`src/rtl/jtag_vdr_bank.sv`:
```
// JTAG virtual data-register bank: one shared shift register feeding ident,
// memory read/write address/data targets and generic capture/update channels.
module jtag_vdr_bank #(
    parameter int unsigned          DR_LENGTH     = 32,
    parameter int unsigned          NUM_CH        = 4,
    parameter logic [31:0]          IDENT         = 32'h5A17C0DE,
    parameter logic [DR_LENGTH-1:0] CH_INIT       = '0,
    parameter int unsigned          ADDR_STEP     = 1,
    parameter int unsigned          FAST_WRITE    = 1,
    parameter int unsigned          WR_STROBE_DLY = 5,
    parameter int unsigned          WR_INC_DLY    = 7,
    parameter int unsigned          RD_INC_DLY    = 7
) (
    input  logic                          tck,
    input  logic                          reset,
    input  logic                          tdi,
    output logic                          vdr_tdo,
    input  logic                          capture_dr,
    input  logic                          shift_dr,
    input  logic                          update_dr,
    input  logic                          ident_enable,
    input  logic                          raddr_enable,
    input  logic                          waddr_enable,
    input  logic                          rdata_enable,
    input  logic                          wdata_enable,
    input  logic [NUM_CH-1:0]             ch_enable,
    input  logic [NUM_CH*DR_LENGTH-1:0]   ch_in,
    output logic [NUM_CH*DR_LENGTH-1:0]   ch_out,
    input  logic [DR_LENGTH-1:0]          rdata_in,
    output logic [DR_LENGTH-1:0]          raddr_out,
    output logic [DR_LENGTH-1:0]          waddr_out,
    output logic [DR_LENGTH-1:0]          wdata_out,
    output logic                          wram_enable,
    output logic                          wr_overrun
);

    localparam int unsigned          CNT_W     = $clog2(DR_LENGTH);
    localparam logic [DR_LENGTH-1:0] IDENT_VAL = DR_LENGTH'(IDENT);
    localparam logic [DR_LENGTH-1:0] STEP      = DR_LENGTH'(ADDR_STEP);

    logic [DR_LENGTH-1:0]  vdr;
    logic [DR_LENGTH-1:0]  cap_val;
    logic                  cap_hit;
    logic [DR_LENGTH-1:0]  ch_q [NUM_CH];
    logic [RD_INC_DLY-1:0] rd_pipe;
    logic [WR_INC_DLY-1:0] wr_pipe;
    logic                  rd_inc;
    logic                  wr_inc;
    logic                  rd_launch;
    logic                  latch;

    assign vdr_tdo   = vdr[0];
    assign rd_launch = capture_dr & rdata_enable;

    // Capture source select: ident, then rdata, then lowest enabled channel.
    always_comb begin
        cap_hit = 1'b1;
        cap_val = '0;
        if (ident_enable) begin
            cap_val = IDENT_VAL;
        end else if (rdata_enable) begin
            cap_val = rdata_in;
        end else begin
            cap_hit = 1'b0;
            for (int k = int'(NUM_CH) - 1; k >= 0; k--) begin
                if (ch_enable[k]) begin
                    cap_hit = 1'b1;
                    cap_val = ch_in[k*DR_LENGTH +: DR_LENGTH];
                end
            end
        end
    end

    // Write latch source: shift-count wrap (fast) or update_dr (slow).
    if (FAST_WRITE != 0) begin : g_fast
        logic [CNT_W-1:0] shift_cnt;
        logic             latch_pulse;

        always_ff @(posedge tck) begin
            if (reset) begin
                shift_cnt   <= '0;
                latch_pulse <= 1'b0;
            end else begin
                latch_pulse <= 1'b0;
                if (!wdata_enable || capture_dr) begin
                    shift_cnt <= '0;
                end else if (shift_dr) begin
                    if (shift_cnt == CNT_W'(DR_LENGTH - 1)) begin
                        shift_cnt   <= '0;
                        latch_pulse <= 1'b1;
                    end else begin
                        shift_cnt <= shift_cnt + CNT_W'(1);
                    end
                end
            end
        end

        assign latch = latch_pulse;
    end else begin : g_slow
        assign latch = update_dr & wdata_enable;
    end

    // Per-channel update registers.
    for (genvar k = 0; k < NUM_CH; k++) begin : g_ch
        always_ff @(posedge tck) begin
            if (reset) begin
                ch_q[k] <= CH_INIT;
            end else if (update_dr && ch_enable[k]) begin
                ch_q[k] <= vdr;
            end
        end

        assign ch_out[k*DR_LENGTH +: DR_LENGTH] = ch_q[k];
    end

    // Shift register, address/data registers and token delay lines.
    always_ff @(posedge tck) begin
        if (reset) begin
            vdr         <= '0;
            raddr_out   <= '0;
            waddr_out   <= '0;
            wdata_out   <= '0;
            rd_inc      <= 1'b0;
            wr_inc      <= 1'b0;
            rd_pipe     <= '0;
            wr_pipe     <= '0;
            wram_enable <= 1'b0;
            wr_overrun  <= 1'b0;
        end else begin
            if (capture_dr && cap_hit) begin
                vdr <= cap_val;
            end else if (shift_dr) begin
                vdr <= {tdi, vdr[DR_LENGTH-1:1]};
            end

            rd_pipe     <= (rd_pipe << 1) | RD_INC_DLY'(rd_launch);
            wr_pipe     <= (wr_pipe << 1) | WR_INC_DLY'(latch);
            wram_enable <= wr_pipe[WR_STROBE_DLY-1];

            if (update_dr && raddr_enable) begin
                raddr_out <= vdr;
                rd_inc    <= 1'b0;
            end else if (rd_pipe[RD_INC_DLY-1] && rd_inc) begin
                raddr_out <= raddr_out + STEP;
            end
            if (rd_launch) begin
                rd_inc <= 1'b1;
            end

            // An address load discards an increment landing on the same edge.
            if (update_dr && waddr_enable) begin
                waddr_out  <= vdr;
                wr_inc     <= 1'b0;
                wr_overrun <= 1'b0;
            end else if (wr_pipe[WR_INC_DLY-1] && wr_inc) begin
                waddr_out <= waddr_out + STEP;
            end
            if (latch) begin
                wdata_out <= vdr;
                wr_inc    <= 1'b1;
                if (|wr_pipe) begin
                    wr_overrun <= 1'b1;
                end
            end
        end
    end

endmodule

```
`config.mk`:
```
export PLATFORM = sky130hd
export DESIGN_NAME = jtag_vdr_bank
export DESIGN_NICKNAME = d
export VERILOG_FILES = /design/src/rtl/jtag_vdr_bank.sv
export SDC_FILE = /design/constraint.sdc
export NUM_CORES = 1
export LEC_CHECK = 0
export BUFFER_PORTS_ARGS = -buffer_cell sky130_fd_sc_hd__buf_2
export CORE_ASPECT_RATIO = 0.7
export CORE_UTILIZATION = 50
export CTS_CLUSTER_SIZE = 12
export DETAILED_ROUTE_END_ITERATION = 10
export PLACE_DENSITY = 0.79
export SLEW_MARGIN = 30
export SYNTH_ARGS = -nofsm -noshare
export SYNTH_HDL_FRONTEND = slang
export SYNTH_SLANG_ARGS = --single-unit
```
`constraint.sdc`:
```
create_clock -name tck -period 6.7 [get_ports tck]
set_input_delay 0.335 -clock tck [delete_from_list [all_inputs] [get_ports tck]]
set_output_delay 0.335 -clock tck [all_outputs]
set_load 0.03 [all_outputs]
```
# Yosys cells after proc, flatten, opt, wreduce, memory -nomap -nowiden
# Memory sizes are Yosys's and may differ from the RTL's.
# Index checks and enable logic that the tools add are counted.
# totals
regBits	152
n_memories	1
in_bits	175
ram_bits	128
elab_cells	89
# op_classes
add_sub_neg	3
n_reduce_logical	19
muxes	45
n_eq_ne	1
n_bitwise	8
# mem_list
memory	depth	word_bits	rd	rd_clocked_by_memory_dff	wr	line_no	source
ch_q	4	32	4	0	4	44	logic [DR_LENGTH-1:0] ch_q [NUM_CH];
# op_table
operator	count
$mux W32	16
$add A32 B1 Y32 const B	2
$mux W1	28
$or A7 B1 Y7	2
$reduce_bool A2 Y1	5
$logic_and A1 B1 Y1	9
$reduce_or A7 Y1	1
$add A5 B1 Y5 const B	1
$eq A5 B5 Y1 const B	1
$mux W5	1
$or A1 B1 Y1	4
$reduce_or A3 Y1	1
$reduce_or A2 Y1	1
$and A1 B1 Y1	1
$logic_not A1 Y1	1
$logic_or A1 B1 Y1	1
$not A1 Y1	1

# Depth between registers and ports, before layout
# depth
ltp_word	8
mapped_depth	9
ltp_nobuf	6

# Least setup slack after synthesis
# No wires, ideal clock.
# synth_path
kind	input to register
startpoint	input ch_enable[1]
endpoint	memory ch_q[1][0], enable pin
cell_stages	5
t_arrival_ns	2.073
setup_slack_ns	4.239
path_cell_list	clkbuf_1 > clkbuf_1 > clkbuf_1 > clkbuf_1 > a21o_1
# synth_rtl
item	line_no	source
start: declaration	26	input logic [NUM_CH-1:0] ch_enable,
end: declaration	44	

# Worst setup path in the final report
# layout_path
startpoint	register raddr_out[1]
endpoint	register raddr_out[26]
# layout_between
elab_chain_len	3
# layout_rtl
item	line_no	source
start: declaration	30	output logic [DR_LENGTH-1:0] raddr_out,
start signal: assignment	141	raddr_out <= vdr;
start signal: assignment	144	raddr_out <= raddr_out + STEP;
$add A32 B1 Y32	144	
$mux W32	143	end else if (rd_pipe[RD_INC_DLY-1] && rd_inc) begin
$mux W32	140	if (update_dr && raddr_enable) begin
# Every way passes these cells. The select of a mux whose other input is x is not followed.
# A chain may end at the register's enable or synchronous reset.

==> metrics.md <==
| Metric | Value |
|---|---|
| Max VDD drop | 0.137 mV |
| CP Capture Type | register |
| Post-synthesis sequential area ratio | 54.0% |
| R2R Path End | raddr_out[26] |
| Fin nets | 1747 |
| Post-CTS Resized | 0 |
| Post-synthesis register bit count | 279 |
| FP Rows | 48 |
| Via density | 6.03 |
| Gr usage total | 33.7% |
| I/O Buffers | 401 |
| Largest family of logic cells by synthesized area | simple AND/OR/NAND/NOR gates |
| Drt wl/cell | 23.8 um |
| Leakage power | 6.83 nW |
| Initial antenna violation count | 6 |
| Slowest CP cell | nor2_1 |
| Post-synth cell types | 52 |
| Hold Vio Cnt, Final | 0 |
| Compound-Gate Fraction of Synth Area | 13.7% |
| Commonest non-fill, non-tap cell in the layout | buf_2 |
| Crit path largest cell delay | 0.60 ns |
| Post-CTS setup buffers | 0 |
| Starting Density | 51.3% |
| H-tree Lvls | 1 |
| Root buffer cell | clkbuf_16 |
| # DRC | 96 |
| Die ar. | 26100 um2 |
| Max-slew violation count | 0 |
| Failing checks | DRC |
| Core ar. | 24800 um2 |
| Non-Filler Instances | 1921 |
| Worst path cell trace | ha_1, nand3_1, nor2_1, nand4_1, or3_1, a311oi_1 |
| Hpwl dp | 31400 um |
| Post-Synth Simple-Gate Area | 21.0% |
| P&R area growth vs syn | 23.0% |
| Mux cell area share after synthesis | 2.68% |
| Status | finished, violations left |
| Final setup viols | 0 |
| Async S/R FF share, synth | 0% |
| Layout Skew | 0.0106 ns |
| Vias in the first global route | 10.4k |
| Power density cells | 255 nW/um2 |
| Setup TNS | 0 ns |
| Largest net degree at the start of global routing | 130 |
| Worst hold endpoint | raddr_out[28] |
| Clock sinks | 279 |
| Worst slew pin tran | 0.945 ns |
| Synth Area in XOR/XNOR | 4.13% |
| Synth Cell Area | 12700 um2 |
| Layout cell share with drive strength beyond 1 | 29.1% |
| Global-route wire length before repair | 64800 um |
| YS warnings | 0 |
| TritonCTS clock tree | done |
| CTS Buf Count | 28 |
| Dominant synthesized flop cell | dfxtp_1 |
| Multi-input gate area | 5350 um2 |
| Hold WC Path Type | input pin to register |
| Crit Path Max Fanout | 9 |
| Synth Area in Adders | 0.394% |
| Crit path launch type | register |
| Critical Path RT | 7.14 ns |
| Worst r2r path cells | 6 |
| Hold path start | raddr_enable |
| Hold buffer count at cts | 0 |
| Max Freq | 398 MHz |
| Clk buf depth | 3 |
| Commonest non-fill, non-tap cells in the layout | buf_2, dfxtp_1, and3_1 |
| Min Tclk post-route | 2.51 ns |
| Hold Path Depth | 3 |
| Max-Cap Viols | 0 |
| RSZ-0062 raised after global routing | false |
| Boundary pin count | 402 |
| R2R Setup Slk | 4.19 ns |
| Reg2Reg Launch Point | raddr_out[1] |
| Syn_area_per_cell | 10.2 um2 |
| Routed vias | 11.6k |
| Register area | 6870 um2 |
| Final Cycle Share | 37.5% |
| Die Span X | 193 um |
| Die Ht | 135 um |
| ANT nets after route | 0 |
| Worst-skew pair later-pin latency | 0.55 ns |
| GP Congestion | 0.950 |
| Max-Slew Margin vs Limit | 37.0% |
| WP data arrival | 2.95 ns |
| Grt ovf | 0 |
| Crit Path Class | register to register |
| First-pass DRT Iterations | 9 |
| Filler instances | 2089 |
| Number of synthesized flops with an enable pin | 128 |
| Clock transition at path regs | 0.06 ns |
| Starting DRC count in detailed routing | 1298 |
| Wirelength, routed | 45700 um |
| Dpl cells | 1863 |
| Cells after synthesis | 1242 |
| Post-Syn Nets | 1421 |
[per-stage QoR]
step	total power [mW]	hold slack, ns	instance area [um2]	util (%)	setup slack [ns]
after global routing	4.10	0.0792	15600	63.1	4.07
after floorplan	2.30	0.414	12700	-	4.24
after global placement	2.53	0.417	14800	59.5	3.85
final	3.99	0.0626	15600	63.1	4.19
after CTS	3.99	0.0476	15600	63.0	4.26
after detailed placement	2.54	0.430	14800	59.6	3.71
[power by group]
part / total (mW) / switching (mW) / internal (mW)
clock network: 1.48 / 0.645 / 0.832
registers: 1.99 / 0.124 / 1.87
logic: 0.524 / 0.357 / 0.166
total: 3.99 / 1.13 / 2.86
[how the worst max path moves through the flow]
stage                 start       endpoint  slack, ns  cells past startpoint
2_1_floorplan  ch_enable[1]     ch_q[1][0]       4.24                      5
3_3_place_gp   ch_enable[0]        vdr[21]       3.85                      6
3_5_place_dp   ch_enable[0]        vdr[29]       3.71                      6
4_1_cts        raddr_out[1]  raddr_out[26]       4.26                      6
5_1_grt        raddr_out[1]  raddr_out[26]       4.07                      6
6_report       raddr_out[1]  raddr_out[26]       4.19                      6
[cells in the mapped netlist (11+ instances only)]
library cell    n  area share [%]
nand4_1        23             1.1
o2111ai_1      16             1.1
nand2b_1       27             1.3
o21ai_0        16            0.63
mux2i_1        34             2.7
o211ai_1       16            0.94
nor2b_1        22             1.1
a221oi_1       13            0.90
inv_1          12            0.35
xor2_1         24             1.7
nand2_1        59             1.7
a211oi_1       57             3.4
a21oi_1        15            0.59
nor4_1         11            0.54
and3_1        138             6.8
nand3_1        53             2.1
nor3_1         31             1.2
dfxtp_1       151              24
nor2_1        111             3.3
xnor2_1        36             2.5
a22oi_1        31             1.8
clkbuf_1      102             3.0
edfxtp_1      128              30
[worst max-delay path, delay by kind of cell, from the launching register on]
kind / cells / cell delay, ns
AOI/OAI and AO/OA: 1 / 0.27
and+or+nand+nor: 4 / 1.54
DFF: 1 / 0.41
adders and majority gates: 1 / 0.19
[kinds of logic after synthesis]
family,count (synthesis)
DFF,279
buffers and inverters,130
xor gates and xnor gates,60
AOI/OAI and AO/OA,230
and+or+nand+nor,505
adders and majority gates,4
muxes,34
[area by class of cell]
type / count / share of cell area [%]
Clock buffer: 48 / 5.28
Inverter: 12 / 0.288
Tap cell: 325 / 2.60
Clock inverter: 3 / 0.160
Sequential cell: 279 / 43.9
Multi-Input combinational cell: 833 / 34.2
Antenna cell: 7 / 0.112
Timing Repair Buffer: 414 / 13.5
[routing by layer]
| metal | wire [um] | track usage [%] |
|---|---|---|
| met5 | 0 | 0 |
| met4 | 1510 | 12.5 |
| met3 | 4610 | 5.62 |
| met2 | 21000 | 52.8 |
| met1 | 18600 | 46.8 |
[flip-flops by register name, indices dropped and copies added (netlist names)]
register            flops
wr_overrun              1
wr_pipe                 7
wdata_out              32
g_fast.latch_pulse      1
vdr                    32
rd_inc                  1
wr_inc                  1
rd_pipe                 7
waddr_out              32
raddr_out              32
g_fast.shift_cnt        5
ch_q                  128
(Power assumes the default switching activity.)
